===== config.mk =====
export PLATFORM = sky130hd
export DESIGN_NAME = line_buffer
export DESIGN_NICKNAME = d
export VERILOG_FILES = /design/src/rtl/line_buffer_pkg.sv /design/src/rtl/line_buffer_line_merge.sv /design/src/rtl/line_buffer.sv
export SDC_FILE = /design/constraint.sdc
export NUM_CORES = 1
export LEC_CHECK = 0
export ABC_AREA = 1
export CAP_MARGIN = 15
export CORE_ASPECT_RATIO = 1.2
export CORE_UTILIZATION = 55
export CTS_CLUSTER_DIAMETER = 80
export DETAILED_ROUTE_END_ITERATION = 7
export PLACE_DENSITY = 0.8
export REMOVE_ABC_BUFFERS = 1
export SLEW_MARGIN = 5
export SYNTH_ARGS = -nofsm -noshare
export SYNTH_HDL_FRONTEND = slang
export SYNTH_SLANG_ARGS = --single-unit

===== constraint.sdc =====
create_clock -name clk -period 4.29 [get_ports clk]
set_input_delay 0.858 -clock clk [delete_from_list [all_inputs] [get_ports clk]]
set_output_delay 0.858 -clock clk [all_outputs]
set_load 0.005 [all_outputs]

===== src/rtl/line_buffer_pkg.sv =====
// Shared types and sizes for the single-line buffer between the RV32I core and burst memory.
package rv32i_types;
  localparam int LB_LINE_BITS = 256;
  localparam int LB_BEAT_BITS = 64;
  localparam int LB_BEATS     = 4;
  localparam int LB_WORDS     = LB_LINE_BITS / 32;

  typedef enum logic [1:0] {
    IDLE,
    RESP,
    WB,
    FILL
  } lb_state_t;
endpackage


===== src/rtl/line_buffer_line_merge.sv =====
// Combinational byte-enable merge of one 32-bit word into a selected word of a 256-bit line.
module line_merge
  import rv32i_types::*;
(
  input  logic [LB_LINE_BITS-1:0] line,
  input  logic [2:0]              word_sel,
  input  logic [31:0]             wdata,
  input  logic [3:0]              byte_enable,
  output logic [LB_LINE_BITS-1:0] merged
);
  genvar gi;
  generate
    for (gi = 0; gi < LB_LINE_BITS / 8; gi = gi + 1) begin : g_byte
      assign merged[8*gi +: 8] = (word_sel == 3'(gi / 4) && byte_enable[gi % 4])
                                 ? wdata[8*(gi % 4) +: 8] : line[8*gi +: 8];
    end
  endgenerate
endmodule


===== src/rtl/line_buffer.sv =====
// Single 256-bit line buffer with 4-beat 64-bit fill/evict bursts.
// Define LINE_BUFFER_WRITEBACK_EN for write-back; otherwise write hits are written through.
module line_buffer
  import rv32i_types::*;
#(
  parameter int BEATS = LB_BEATS
) (
  input  logic        clk,
  input  logic        rst_n,
  input  logic        mem_read,
  input  logic        mem_write,
  input  logic [31:0] mem_address,
  input  logic [31:0] mem_wdata,
  input  logic [3:0]  mem_byte_enable,
  output logic [31:0] mem_rdata,
  output logic        mem_resp,
  output logic        pmem_read,
  output logic        pmem_write,
  output logic [31:0] pmem_address,
  output logic [63:0] pmem_wdata,
  input  logic [63:0] pmem_rdata,
  input  logic        pmem_resp
);
`ifdef LINE_BUFFER_WRITEBACK_EN
  localparam bit WRITE_BACK = 1'b1;
`else
  localparam bit WRITE_BACK = 1'b0;
`endif
  localparam logic [1:0] LAST_BEAT = 2'(BEATS - 1);

  lb_state_t state_reg, state_next;
  logic [LB_BEATS-1:0][LB_BEAT_BITS-1:0] line_reg;
  logic [LB_WORDS-1:0][31:0]             words;
  logic [LB_LINE_BITS-1:0]               merged_line;
  logic [26:0] tag_reg;
  logic [31:0] addr_reg;
  logic [31:0] rdata_reg;
  logic [1:0]  beat_reg;
  logic        valid_reg, dirty_reg;

  logic        req, is_write, hit, last_beat;
  logic [26:0] req_tag;
  logic [2:0]  word_sel;
  logic        unused_addr;

  assign req         = mem_read | mem_write;
  assign is_write    = mem_write;
  assign req_tag     = mem_address[31:5];
  assign word_sel    = mem_address[4:2];
  assign unused_addr = ^mem_address[1:0];
  assign hit         = valid_reg && (tag_reg == req_tag);
  assign last_beat   = pmem_resp && (beat_reg == LAST_BEAT);
  assign words       = line_reg;

  assign mem_rdata    = rdata_reg;
  assign pmem_address = addr_reg;

  line_merge u_merge (
    .line        (line_reg),
    .word_sel    (word_sel),
    .wdata       (mem_wdata),
    .byte_enable (mem_byte_enable),
    .merged      (merged_line)
  );

  // Strobes decode straight from the state so reset drops them without waiting for a clock.
  always_comb begin
    state_next = state_reg;
    mem_resp   = 1'b0;
    pmem_read  = 1'b0;
    pmem_write = 1'b0;
    pmem_wdata = '0;
    case (state_reg)
      IDLE: begin
        if (req) begin
          if (hit)            state_next = (is_write && !WRITE_BACK) ? WB : RESP;
          else if (dirty_reg) state_next = WB;
          else                state_next = FILL;
        end
      end
      RESP: begin
        mem_resp   = 1'b1;
        state_next = IDLE;
      end
      WB: begin
        pmem_write = 1'b1;
        pmem_wdata = line_reg[beat_reg];
        if (last_beat) state_next = WRITE_BACK ? FILL : RESP;
      end
      FILL: begin
        pmem_read = 1'b1;
        if (last_beat) state_next = IDLE;
      end
      default: state_next = IDLE;
    endcase
  end

  always_ff @(posedge clk or negedge rst_n) begin
    if (!rst_n) begin
      state_reg <= IDLE;
      beat_reg  <= '0;
      valid_reg <= 1'b0;
      dirty_reg <= 1'b0;
      tag_reg   <= '0;
      addr_reg  <= '0;
      rdata_reg <= '0;
    end else begin
      state_reg <= state_next;
      case (state_reg)
        IDLE: begin
          if (req) begin
            beat_reg <= '0;
            if (hit) begin
              if (is_write) begin
                if (WRITE_BACK) dirty_reg <= 1'b1;
                else            addr_reg  <= {tag_reg, 5'b0};
              end else begin
                rdata_reg <= words[word_sel];
              end
            end else if (dirty_reg) begin
              addr_reg <= {tag_reg, 5'b0};
            end else begin
              addr_reg <= {req_tag, 5'b0};
            end
          end
        end
        WB: begin
          if (pmem_resp) begin
            beat_reg <= beat_reg + 2'd1;
            if (last_beat) begin
              dirty_reg <= 1'b0;
              beat_reg  <= '0;
              addr_reg  <= {req_tag, 5'b0};
            end
          end
        end
        FILL: begin
          if (pmem_resp) begin
            beat_reg <= beat_reg + 2'd1;
            if (last_beat) begin
              valid_reg <= 1'b1;
              tag_reg   <= addr_reg[31:5];
              beat_reg  <= '0;
            end
          end
        end
        default: ;
      endcase
    end
  end

  // Line storage carries no reset; its contents are meaningless until valid is set.
  always_ff @(posedge clk) begin
    if (state_reg == IDLE && req && hit && is_write)
      line_reg <= merged_line;
    else if (state_reg == FILL && pmem_resp)
      line_reg[beat_reg] <= pmem_rdata;
  end
endmodule


==> results of run 1 <==
==> layout make-up <==
cell class              instances  area [sq um]
fillers                      2794         11400
repair buffers                304          2970
multi-input cells            1744          8040
well taps                     462           578
clock buffers                  48          1000
inverters                     196           736
flip-flops and latches        347          9970
clock inverters                16           186
==> cell families after synthesis <==
kind of cell	synth area share, %
AND/OR/NAND/NOR	28.7
AO/OA/AOI/OAI	11.1
buffers and inverters	7.70
flip-flops	51.3
XOR/XNOR	0.406
multiplexers	0.522
adder cells (fa/ha/maj)	0.258
other	0.0193
==> metal layers <==
metal | global-route usage (%) | wire length (um) | vias up
met5 | 0 | 39 | -
li1 | - | - | 8588
met4 | 22.7 | 4070 | 6
met1 | 40.7 | 22100 | 8723
met3 | 6.72 | 7380 | 319
met2 | 57.1 | 30400 | 1306
==> cells in the mapped netlist, types with 5 or more instances <==
master and n:
inv_1 188, dfrtp_1 91, nand3_1 335, nor2_1 119, nand2_1 774, xnor2_1 8
nand4_1 47, mux2_2 9, o22ai_1 49, edfxtp_1 256, o21ai_0 179, a21oi_1 181
nand3_2 19, buf_4 5, buf_1 31, buf_2 40, nand2_2 6, clkbuf_1 108
==> worst paths after layout <==
check,end,slack (ns),cells past startpoint
max in group asynchronous,mem_rdata[6]$_DFFE_PN0P_,3.12,2
max,pmem_wdata[33],0.41,6
min reg2reg,mem_rdata[23]$_DFFE_PN0P_,0.47,2
max reg2reg,line_reg[34]$_DFFE_PP_,1.37,6
min in group clk,mem_rdata[23]$_DFFE_PN0P_,0.47,2
min,tag_reg[4]$_DFFE_PN0P_,0.35,1
==> critical path, delay by kind of cell, from the launching register on <==
kind / cells / cell delay [ns]
simple gates: 2 / 0.28
compound gates: 2 / 0.42
flops: 1 / 0.42
buf+inv: 2 / 1.32
==> report_power, final <==
group | leakage (uW) | total (uW) | switching (uW) | internal [uW]
Clock | 0.000582 | 3210 | 1320 | 1880
Sequential | 0.00347 | 4590 | 269 | 4320
Combinational | 0.00685 | 5310 | 3290 | 2020
Total | 0.0109 | 13100 | 4880 | 8220
==> per-stage QoR <==
step / area, sq um / util (%) / cells / worst slack, ns
floorplan: 18700 / - / 2287 / -3.41
CTS: 23500 / 67.2 / 3117 / 0.470
global placement: 22300 / 63.8 / 3053 / 0.667
finish: 23500 / 67.2 / 3117 / 0.405
detailed placement: 22300 / 63.8 / 3053 / 0.598
global route: 23500 / 67.2 / 3117 / 0.335
==> impl_metrics.ini, run 1 <==
[grt]
grt.total_usage_pct = 34.4
antenna_found_initial = 3
grt_max_degree = 162
grt_remaining_overflow = 0
grt_pass1_vias = 18100
grt_pass1_wl_um = 95300

[layout]
diodes = 0
largest_reg_flops = 256
most-common-layout-cells = nand2_1, nand3_1, clkdlybuf4s50_1
nets = 2770
area_growth_syn_to_layout_pct = 20.9
drive_above_1_share_pct = 5.76
final_common_cell = nand2_1

[sta]
fmax_ghz = 0.257
relSlewSlack_pct = 29.1
rsz0062_at_grt = no
hold_viol_final = 0
fin_setup_tns_ns = 0
min_period_ns = 3.88
worst_slew_pin_slew_ns = 1.06
fin_skew_ns = 0.0156
finalMaxSlewViolations = 0
hold_ws_ns = 0.355
period_share_pct = 90.6
setup_violations = 0

[critical_path]
cp.required_ns = 3.43
r2r_start = beat_reg[1]$_DFFE_PN0P_
cp-end-kind = output pin
arrival_ns = 3.03
crit_path_start_kind = flip-flop
slowest_stage = buf_4
worst-path-max-fanout = 104
path_common_cell = nor2_1
crit_start = beat_reg[0]$_DFFE_PN0P_
critPathMaxStageDelay_ns = 0.79
crit_chain = buf_4, nor2_1, nor2_1, o21ai_0, a21oi_1, clkdlybuf4s50_1
critical_path_class = reg -> out

[drt]
finalWirelength_um = 64000
drc = 0
drt_iter0_markers = 2287
num_vias = 18900
wire_per_inst_um = 20.5
vias_per_cell = 6.08
ant_nets = 0
dr.pass1.iters = 7

[run]
drv_cap = 0

[logic_synthesis]
synth_edf_count = 256
avgSynthCellArea_sq_um = 7.87
syn_inst = 2467
ys_top_cells_by_area = edfxtp_1, nand2_1, dfrtp_1, nand3_1, a21oi_1
ys_dominant_reg_cell = edfxtp_1
synthArstFlopShare_pct = 26.2
netlist_area_sq_um = 19400
synth.distinct_cells = 30
synth_seq_cells = 347
yosysSeqAreaShare_pct = 51.3
yosysTopAreaCell = edfxtp_1
yosys_warnings = 0
yosysTopAreaCellShare_pct = 39.6

[power]
power_uw = 13100
vdd_drop_max_mv = 0.429
p_per_area_nw_per_um2 = 558
leakagePower_uw = 0.0109

[clock_tree]
root_buffer = clkbuf_16
cts_max_path_buffers = 3
clock_latency_ns = 0.54
clk_pin_slew_ns = 0.06
cts_tree = done
cts.sinks = 347
cts_made_buffers = 36
cts_hold_buffers = 0
postCtsResizedCells = 0
cts_htree_levels = 2
post_cts_buffers = 0

[outcome]
status = completed

[place]
dp_hpwl_um = 39700
place.gp.congestion = 0.919
io_buffers = 260

[die]
fp-row-count = 75
initial_core_util_pct = 55.6
fp.dieH_um = 208
dieWidth_um = 174
ios = 268
core_sq_um = 34900
dieArea_sq_um = 36100

[hold_path]
holdCritPathClass = in -> async
Power figures use the tool's default switching activity.
==> run 2: changes to the inputs <==
- CORE_ASPECT_RATIO: 1.2 -> default
- RECOVER_POWER: default -> 100
- SKIP_CTS_REPAIR_TIMING: default -> 1
==> run 2 against run 1 <==
Net effect:
- the flow now finishes with violations (max-capacitance violations, max-slew violations)
- final area is essentially flat
- flip-flop and latch count is the same
- fmax shrank 3.7%
- clock-buffer cell count grew 3
- critical path depth is the same
- power grew 0.19%
- die area is essentially flat
- via count grew 0.45%
- critical endpoint is now pmem_wdata[14]
- largest power group unchanged
- highest routed layer unchanged
==> impl_metrics.ini, run 2 (synthesized netlist as in run 1, its figures left out) <==
[layout]
drive_above_1_share_pct = 5.00
final_util_pct = 67.8
stdcell_count = 3119
fill_cells = 2698
area_growth_syn_to_layout_pct = 20.9
most-common-layout-cells = nand2_1, nand3_1, edfxtp_1
final_common_cell = nand2_1
largest_reg_flops = 256
nets = 2770

[hold_path]
min_to = valid_reg$_DFFE_PN0P_
holdCritPathClass = reg -> reg
hp-start = valid_reg$_DFFE_PN0P_
min_path_cells = 2

[drt]
ant_nets = 0
wire_per_inst_um = 20.9
finalWirelength_um = 65300
dr.pass1.iters = 6
num_vias = 19000
drc = 0
drt_iter0_markers = 2304
vias_per_cell = 6.10

[grt]
grt_pass1_wl_um = 98600
grt_pass1_vias = 18400
grt.total_usage_pct = 35.9
grt_remaining_overflow = 0
grt_max_degree = 97
antenna_found_initial = 6

[critical_path]
arrival_ns = 3.18
critPathMaxStageDelay_ns = 0.85
cp.required_ns = 3.43
rrSetupSlack_ns = 0.59
reg2reg_to = pmem_address[17]$_DFFE_PN0P_
crit_chain = inv_1, nor2_1, inv_2, clkbuf_1, a21oi_1, clkdlybuf4s50_1
slowest_stage = inv_2
cp-end-kind = output pin
worst-path-max-fanout = 47
critical_path_class = reg -> out
cp_num_buf_inv = 4
r2r_start = beat_reg[0]$_DFFE_PN0P_
r2r_cells = 9
crit_path_start_kind = flip-flop
cpLargestDelayFamily = buffers and inverters

[place]
io_buffers = 260
dp_hpwl_um = 38700
dp_cells = 3043
place.gp.congestion = 0.919

[sta]
min_period_ns = 4.04
fin_skew_ns = 0.0328
rsz0062_at_grt = no
period_share_pct = 94.1
relSlewSlack_pct = -47.2
setup_violations = 0
fin_setup_tns_ns = 0
finalMaxSlewViolations = 117
fmax_ghz = 0.248
hold_viol_final = 0
hold_ws_ns = 0.454
worst_slew_pin_slew_ns = 2.21

[run]
drv_cap = 2

[die]
fp.dieH_um = 190
ios = 268
core_sq_um = 34600
dieWidth_um = 190
initial_core_util_pct = 56.1
fp-row-count = 68
dieArea_sq_um = 36100

[power]
vdd_drop_max_mv = 0.547
power_uw = 13100
leakagePower_uw = 0.0112
p_per_area_nw_per_um2 = 559

[clock_tree]
cts.sinks = 347
cts_htree_levels = 2
cts_max_path_buffers = 3
clk_pin_slew_ns = 0.06
root_buffer = clkbuf_16
cts_made_buffers = 39
clock_latency_ns = 0.55
cts_tree = done

[outcome]
violations = max-capacitance violations, max-slew violations
status = finished with violations
-- run 2: cell count changes in the layout (fill, tap and decap cells not counted), moves of 4 or more --
cell and delta:
clkdlybuf4s50_1 -113, dlygate4sd3_1 +113, buf_4 -9, clkbuf_1 +8, clkinv_1 +7, clkinv_2 -4, diode_2 +4, nand2_1 +4
nand2_2 -4
-- run 2: area by class of cell --
class                           instances  area, sq um  area share [%]
Tap cell                              455          569            2.43
Antenna cell                            4         10.0          0.0427
Clock inverter                         21          240            1.02
Timing Repair Buffer                  301         2910            12.4
Multi-Input combinational cell       1744         7990            34.0
Clock buffer                           51         1040            4.44
Inverter                              196          736            3.14
Sequential cell                       347         9970            42.5
-- run 2: through the flow --
step           area, sq um  setup slack (ns)
3_3_place_gp         22200             0.582
2_1_floorplan        18700             -3.41
6_report             23500             0.254
4_1_cts              23500             0.473
5_1_grt              23500             0.183
3_5_place_dp         22200             0.500
-- run 2: worst register-to-register path, delay by kind of cell (launching register included) --
family / cells / cell delay (ns)
AO/OA/AOI/OAI: 1 / 0.38
flip-flops: 1 / 0.80
buffers and inverters: 3 / 1.68
adder cells (fa/ha/maj): 1 / 0.28
AND/OR/NAND/NOR: 4 / 0.48
-- run 2: metal layers --
layer | wire length [um] | vias to the layer above | track usage (%)
met5 | 66 | - | 0
met4 | 3850 | 10 | 22.9
met3 | 9730 | 338 | 7.73
met2 | 30000 | 1479 | 57.4
met1 | 21700 | 8595 | 44.2
li1 | - | 8605 | -
-- run 2: worst max path at each step --
stage	to	cells past startpoint	from	slack (ns)
5_1_grt	pmem_wdata[37]	6	beat_reg[1]$_DFFE_PN0P_	0.18
3_5_place_dp	line_reg[40]$_DFFE_PP_	10	mem_address[20]	0.50
6_report	pmem_wdata[14]	6	state_reg[1]$_DFFE_PN0P_	0.25
4_1_cts	pmem_wdata[48]	6	state_reg[1]$_DFFE_PN0P_	0.47
2_1_floorplan	line_reg[0]$_DFFE_PP_	6	mem_write	-3.41
3_3_place_gp	line_reg[40]$_DFFE_PP_	10	mem_address[10]	0.58
-- run 2: report_power, final --
group | internal (uW) | leakage (uW) | switching (uW)
combinational | 1850 | 0.00708 | 3270
clock | 2020 | 0.000619 | 1360
sequential | 4320 | 0.00347 | 311
